**config.mk**
```make
export PLATFORM = sky130hd
export DESIGN_NAME = lfsr_stream_gen
export DESIGN_NICKNAME = d
export VERILOG_FILES = /design/src/rtl/lfsr_pkg.sv /design/src/rtl/lfsr_core.sv /design/src/rtl/lfsr_stream_gen.sv
export SDC_FILE = /design/constraint.sdc
export NUM_CORES = 1
export LEC_CHECK = 0
export CORE_MARGIN = 2
export CORE_UTILIZATION = 50
export DETAILED_ROUTE_END_ITERATION = 7
export HOLD_SLACK_MARGIN = 0.08
export PLACE_DENSITY = 0.75
export SKIP_CTS_REPAIR_TIMING = 1
export SYNTH_ARGS = -nofsm -noshare
export SYNTH_HDL_FRONTEND = slang
export SYNTH_SLANG_ARGS = --single-unit
```
**constraint.sdc**
```tcl
create_clock -name clk -period 3.65 [get_ports clk]
set_input_delay 0.73 -clock clk [delete_from_list [all_inputs] [get_ports clk]]
set_output_delay 0.73 -clock clk [all_outputs]
set_load 0.005 [all_outputs]
```
**src/rtl/lfsr_pkg.sv**
```systemverilog
// Shared types and constants for the LFSR stream generator.
// Holds the FSM state enum, default tap masks and a counter-width helper.
package lfsr_pkg;

    typedef enum logic [1:0] {
        IDLE = 2'd0,
        WARM = 2'd1,
        RUN  = 2'd2
    } lfsr_state_t;

    localparam logic [3:0]  TAPS_W4  = 4'h3;
    localparam logic [7:0]  TAPS_W8  = 8'hB8;
    localparam logic [15:0] TAPS_W16 = 16'hB400;

    function automatic logic [63:0] def_taps(input int wid);
        logic [63:0] t;
        t = 64'(TAPS_W8);
        if (wid == 4)  t = 64'(TAPS_W4);
        if (wid == 16) t = 64'(TAPS_W16);
        return t;
    endfunction

    function automatic int cnt_w(input int warmup);
        int w;
        w = $clog2(warmup + 1);
        if (w < 1) w = 1;
        return w;
    endfunction

endpackage

```
**src/rtl/lfsr_core.sv**
```systemverilog
// Fibonacci LFSR register with load / shift / hold control.
// Load has priority over shift; the LSB is the serial output.
module lfsr_core #(
    parameter int             WID  = 8,
    parameter logic [WID-1:0] TAPS = WID'(8'hB8)
) (
    input  logic           clk,
    input  logic           rest,
    input  logic           i_load,
    input  logic [WID-1:0] i_load_val,
    input  logic           i_shift,
    output logic [WID-1:0] o_lfsr
);

    logic [WID-1:0] r_lfsr;
    logic           w_fb;

    assign w_fb   = ^(r_lfsr & TAPS);
    assign o_lfsr = r_lfsr;

    // state register: load beats shift, otherwise hold
    always_ff @(posedge clk) begin
        if (!rest) begin
            r_lfsr <= '0;
        end else if (i_load) begin
            r_lfsr <= i_load_val;
        end else if (i_shift) begin
            r_lfsr <= {w_fb, r_lfsr[WID-1:1]};
        end
    end

endmodule

```
**src/rtl/lfsr_stream_gen.sv**
```systemverilog
// LFSR bit-stream generator: seed reload, warm-up discard, valid/ready output.
// Optional zero-seed guard enabled by defining LFSR_ZERO_GUARD_EN.
module lfsr_stream_gen
    import lfsr_pkg::*;
#(
    parameter int             WID      = 8,
    parameter logic [WID-1:0] TAPS     = WID'(def_taps(WID)),
    parameter int             WARMUP   = 8,
    parameter logic [WID-1:0] DEF_SEED = WID'(1)
) (
    input  logic           clk,
    input  logic           rest,
    input  logic           seed_vld,
    input  logic [WID-1:0] seed,
    input  logic           out_ready,
    output logic           out,
    output logic           out_valid,
    output logic           busy,
    output logic           zero_seed
);

    localparam int             CW     = cnt_w(WARMUP);
    localparam int             LAST   = (WARMUP > 0) ? WARMUP - 1 : 0;
    localparam logic [CW-1:0]  LAST_C = CW'(LAST);
    localparam lfsr_state_t    LOAD_S = (WARMUP == 0) ? RUN : WARM;

`ifdef LFSR_ZERO_GUARD_EN
    localparam bit GUARD = 1'b1;
`else
    localparam bit GUARD = 1'b0;
`endif

    lfsr_state_t    r_state;
    lfsr_state_t    w_state_nxt;
    logic [CW-1:0]  r_cnt;
    logic [CW-1:0]  w_cnt_nxt;
    logic           w_shift;
    logic           w_hs;
    logic           w_seed_zero;
    logic           w_lock;
    logic           w_load;
    logic [WID-1:0] w_load_val;
    logic [WID-1:0] w_lfsr;

    assign w_hs        = (r_state == RUN) && out_ready;
    assign w_seed_zero = GUARD && seed_vld && (seed == '0);
    assign w_lock      = GUARD && w_shift && (w_lfsr == '0);
    assign w_load      = seed_vld || w_lock;
    assign w_load_val  = (w_seed_zero || (w_lock && !seed_vld))
                         ? DEF_SEED : seed;

    lfsr_core #(
        .WID  (WID),
        .TAPS (TAPS)
    ) u_core (
        .clk        (clk),
        .rest       (rest),
        .i_load     (w_load),
        .i_load_val (w_load_val),
        .i_shift    (w_shift),
        .o_lfsr     (w_lfsr)
    );

    // FSM state and warm-up counter registers
    always_ff @(posedge clk) begin
        if (!rest) begin
            r_state <= IDLE;
            r_cnt   <= '0;
        end else begin
            r_state <= w_state_nxt;
            r_cnt   <= w_cnt_nxt;
        end
    end

    // next state, shift enable and counter; a seed load overrides all
    always_comb begin
        w_state_nxt = r_state;
        w_cnt_nxt   = r_cnt;
        w_shift     = 1'b0;
        unique case (r_state)
            IDLE: begin
            end
            WARM: begin
                w_shift   = 1'b1;
                w_cnt_nxt = r_cnt + 1'b1;
                if (r_cnt == LAST_C) w_state_nxt = RUN;
            end
            RUN: begin
                w_shift = w_hs;
            end
            default: begin
                w_state_nxt = IDLE;
            end
        endcase
        if (seed_vld) begin
            w_state_nxt = LOAD_S;
            w_cnt_nxt   = '0;
        end
    end

`ifdef LFSR_ZERO_GUARD_EN
    logic r_zero;

    // sticky flag: a zero seed was replaced by DEF_SEED
    always_ff @(posedge clk) begin
        if (!rest) begin
            r_zero <= 1'b0;
        end else if (w_seed_zero) begin
            r_zero <= 1'b1;
        end
    end

    assign zero_seed = r_zero;
`else
    assign zero_seed = 1'b0;
`endif

    assign out       = w_lfsr[0];
    assign out_valid = (r_state == RUN);
    assign busy      = (r_state == WARM);

endmodule

```
# Yosys cells after proc, flatten, opt, wreduce, memory -nomap -nowiden

Cells that the tools add are included.

Muxes and demuxes: 6
Equal/unequal tests: 6
Reduce and logical (&&, ||, !) cells: 8
Add/subtract/negate cells: 1
Bitwise logic cells: 2

Operator list:

| operator                                               | number |
|---|---|
| 2-to-1 mux 8 bit                                       | 2 |
| XOR reduction 8 bit                                    | 1 |
| adder 4 x 1 -> 4 bit (second input constant)           | 1 |
| equality test 4 x 3 -> 1 bit (second input constant)   | 1 |
| inequality test 2 x 1 -> 1 bit (second input constant) | 2 |
| case mux 2 bit (2 select lines)                        | 1 |
| AND reduction 2 bit                                    | 2 |
| OR reduction 2 bit                                     | 2 |
| inequality test 3 x 2 -> 1 bit (second input constant) | 1 |
| equality test 2 x 1 -> 1 bit (second input constant)   | 1 |
| equality test 2 bit (second input constant)            | 1 |
| logical NOT 2 bit                                      | 1 |
| 2-to-1 mux 2 bit                                       | 1 |
| inverter 1 bit                                         | 2 |
| case mux 1 bit (2 select lines)                        | 1 |
| nonzero test 2 bit                                     | 1 |
| logical AND 1 bit                                      | 1 |
| 2-to-1 mux 1 bit                                       | 1 |

Logic and storage cells: 27
Bits of input ports: 12
Register bits: 14
Output and inout bits: 4

# Depth between registers and ports, before layout

Word-level depth: 5
Gate-level depth with buffers: 6
Mapped depth without buffers: 5

# Cells and area by module

A second synthesis with hierarchy kept.

Cell total of the unflattened synthesis: 80
Area, all modules: 723.2 sq um

By module, submodules not included:

| module          | area each (sq um) | cells each | sequential area each (sq um) | instances |
|---|---|---|---|---|
| lfsr_core       | 399.1             | 44         | 160.2                        | 1 |
| lfsr_stream_gen | 324.1             | 36         | 120.1                        | 1 |

# Worst setup path before layout

OpenSTA, ideal clock, no wires.

Path kind: reg2reg
Start point: register r_state[0]
End point: register u_core.r_lfsr[7], in the netlist u_core.o_lfsr[7]
Clock period less this slack: 1606 ps
Setup time: 122 ps
Buffers on the path: 1
Cell stages (with the launch flop): 7
Setup slack: 2044 ps
Required time: 3528 ps
Data arrival time: 1484 ps
Cells stage by stage: dfxtp_1 -> inv_1 -> ha_1 -> buf_2 -> inv_1 -> o31a_1 -> o311a_1

Word-level cells in the longest chain between the ends: 4
Elaborated cells between the ends (all ways): 5
Classes of those cells: 2 x eq/ne; 1 x mux; 2 x reduce/logical

Ends and longest elaborated chain:

| what                                  | RTL line                                     | source |
|---|---|---|
| from (decl)                           | lfsr_stream_gen.sv:33                        | `lfsr_state_t r_state;` |
| from (signal assigned)                | lfsr_stream_gen.sv:70                        | `r_state <= w_state_nxt;` |
| equality test 2 bit                   | lfsr_stream_gen.sv:45, lfsr_stream_gen.sv:80 |  |
| logical AND 1 bit                     | lfsr_stream_gen.sv:45                        | `assign w_hs = (r_state == RUN) && out_ready;` |
| case mux 1 bit (2 select lines) *     | lfsr_stream_gen.sv:80                        | `unique case (r_state)` |
| nonzero test 2 bit (no source line) * | n/a                                          |  |
| to (signal assigned)                  | lfsr_core.sv:26                              | `r_lfsr <= i_load_val;` |
| to (signal assigned)                  | lfsr_core.sv:28                              | `r_lfsr <= {w_fb, r_lfsr[WID-1:1]};` |
| to (decl)                             | lfsr_core.sv:15                              | `logic [WID-1:0] r_lfsr;` |

Mark *: on every way between the ends. The rest lies on a longest branch, timed or not.
A chain may end at the register's enable or synchronous reset.

# Worst setup path in the final report

Start point: register r_state[0]
End point: output port out_valid

Word-level cells in the longest chain between the ends: 1

Ends and longest elaborated chain:

| what                | RTL line               | source |
|---|---|---|
| equality test 2 bit | lfsr_stream_gen.sv:119 | `assign out_valid = (r_state == RUN);` |
| to (decl)           | lfsr_stream_gen.sv:17  | `output logic out_valid,` |

Every way passes these cells.

==> flow_summary_export.csv <==
group,metric,value,unit
floorplanning,io_pins,16,
timing,holdWs,0.495,ns
synth,yosysWarnings,0,
timing,setup_viol,0,
global_routing,antenna_found_initial,0,
timing,fin_tns_setup,0,ns
worst_setup_path,crit_path_max_fanout,6,
floorplanning,die_y,41.7,um
place,gp_congestion,0.777,
synth,ys_seq_area_share,39.5,%
routing,num_vias,605,
clock_network,numCtsBuffers,3,
routing,drt-vias-per-instance,5.55,
synth,synthFlopType,"dfxtp_1",
synth,avgSynthCellArea,8.76,um^2
synth,netlist_top_cells_count,"dfxtp_1 (14), o21ai_0 (14), a31oi_1 (7), nand3_1 (7), ha_1 (5)",
floorplanning,die_area,0.00174,mm^2
global_routing,grt_overflow,0,
routing,ant_nets,0,
layout,final_area,871,um^2
clock_network,clk_latency,0.27,ns
worst_setup_path,crit_required,2.92,ns
routing,drt-pass1-iter-count,4,
global_routing,grt_pass1_vias,519,
layout,post-route-util,66.1,%
power,p_per_area,349,mW/mm^2
place,post-dp-hpwl,1090,um
synth,netlist_top_cells_area,"dfxtp_1 (40%), o21ai_0 (9.9%), ha_1 (8.8%), a31oi_1 (6.2%), nand3_1 (4.9%)",
worst_hold_path,whs_path_depth,2,
layout,instances_no_fill,109,
synth,synth_top_area_share,39.5,%
clock_network,root_buffer,"clkbuf_4",
timing,finalMaxSlewViolations,0,
place,io_buffers,14,
worst_setup_path,endpoint_kind,"primary output",
clock_network,clockBufferDepth,2,
global_routing,grt_use_total,18.7,%
synth,async_reset_ff_share,0,%
timing,max_freq,0.443,GHz
timing,period_share,61.9,%
worst_setup_path,rr_worst_depth,5,
floorplanning,rows,13,
layout,fillers,112,
global_routing,grt_first_pass_wirelength,2390,um
timing,fin_crit,2.26,ns
timing,final.setup_skew,0.00194,ns
timing,hold_viol,0,
synth,netlist_instances,81,
clock_network,clk_pin_slew,0.08,ns
clock_network,htreeDepth,1,
clock_network,cts.sinks,14,
worst_hold_path,hold_class,"register to register",
flow_run,drv_cap,0,
status,outcome,"completed",
floorplanning,die_w,41.7,um
power,leakage,0.324,nW
worst_setup_path,arrival,1.53,ns
synth,synth_edf_count,0,
clock_network,cts_tree,"built",
floorplanning,initial_core_util,53.8,%
routing,drc_errors,0,
layout,antenna_cells,0,
layout,drive_gt1_share,4.26,%
routing,drt_iter0_markers,14,
layout,synthToLayoutAreaGrowth,22.8,%
synth,synth_area_leader_cell,"dfxtp_1",
floorplanning,core_area,0.00132,mm^2
worst_setup_path,critPathKind,"register to primary output",
routing,wire_per_inst,13.5,um
place,post-place-cells,106,
synth,synth_cell_types,28,
power,ir_drop,0.213,mV
layout,nets,113,
synth,synth_nets,98,
synth,synth.cell_area,709,um^2
worst_setup_path,critPathLaunchType,"register",
place,dpl_cell_area,848,um^2
global_routing,grt_max_degree,16,
timing,rsz0062_at_grt,"false",
synth,ys_ff_latch,14,
routing,wl,1470,um
logic make-up (layout without fill, tap and decap cells):
| group | Yosys count | count (layout) | synth area share (%) |
|---|---|---|---|
| multiplexers | 1 | 1 | 1.41 |
| AO/OA/AOI/OAI | 29 | 29 | 24.5 |
| adder cells (fa/ha/maj) | 5 | 5 | 8.82 |
| flip-flops | 14 | 14 | 39.5 |
| XOR/XNOR | 4 | 4 | 6.88 |
| AND/OR/NAND/NOR | 19 | 19 | 13.4 |
| buffers and inverters | 8 | 21 | 4.94 |
| other | 1 | 1 | 0.529 |
cells in the final DEF, fill, tap and decap left out:
cell,synthesis,routed
a21o_1,1,1
a21oi_1,2,2
a21oi_2,1,1
a31oi_1,7,7
clkbuf_4,0,3
clkdlybuf4s50_1,0,14
conb_1,1,1
dfxtp_1,14,14
ha_1,5,5
inv_1,4,4
mux2i_1,1,1
nand2_1,2,2
nand2b_1,1,1
nand3_1,7,7
nand4_1,1,1
nor2_1,4,4
nor3_1,2,2
nor4_1,1,1
nor4b_1,1,1
o21a_1,1,1
o21ai_0,14,14
o311a_1,1,1
o31a_1,1,1
o31ai_1,1,1
xnor2_1,1,1
xnor3_1,1,1
xor2_1,2,2
stage by stage:
step / power [mW] / setup slack (ns)
5_1_grt: 0.321 / 1.32
3_5_place_dp: 0.223 / 1.62
3_3_place_gp: 0.222 / 1.63
4_1_cts: 0.306 / 1.38
2_1_floorplan: 0.201 / 2.04
6_report: 0.304 / 1.39
worst max-delay path, stage by stage (launching register included):
cell             delay (ns)
dfxtp_1                0.34
inv_1                  0.09
ha_1                   0.28
clkdlybuf4s50_1        0.55
registers in the layout (all words and copies together) (netlist names):
register / count
r_cnt: 4
r_state: 2
u_core.o_lfsr: 8
where the power goes:
| group | switching, mW | total [mW] | internal, mW |
|---|---|---|---|
| combinational | 0.0249 | 0.0534 | 0.0285 |
| clock | 0.0459 | 0.0840 | 0.0381 |
| sequential | 0.00582 | 0.166 | 0.161 |
| total | 0.0766 | 0.304 | 0.227 |
area by class of cell:
cell class | count | area, um^2 | share of cell area, %
Multi-Input combinational cell | 59 | 394 | 45.3
Clock buffer | 3 | 22.5 | 2.59
Tap cell | 15 | 18.8 | 2.16
Inverter | 4 | 15.0 | 1.72
Sequential cell | 14 | 280 | 32.2
Timing Repair Buffer | 14 | 140 | 16.1
worst paths after layout:
check | from | endpoint | slack (ns)
worst max register to register | r_state[0] | u_core.o_lfsr[7] | 1.84
worst min register to register | u_core.o_lfsr[6] | u_core.o_lfsr[5] | 0.49
worst max-delay path | r_state[0] | out_valid | 1.39
worst min-delay path | u_core.o_lfsr[6] | u_core.o_lfsr[5] | 0.49
metal layers:
layer	global-route usage (%)	vias to the layer above	wire [um]
met2	26.6	18	611
met4	9.68	0	17
met3	5.22	2	92
met1	25.6	265	747
li1	-	320	-
met5	0	-	0
Power figures use the tool's default switching activity.
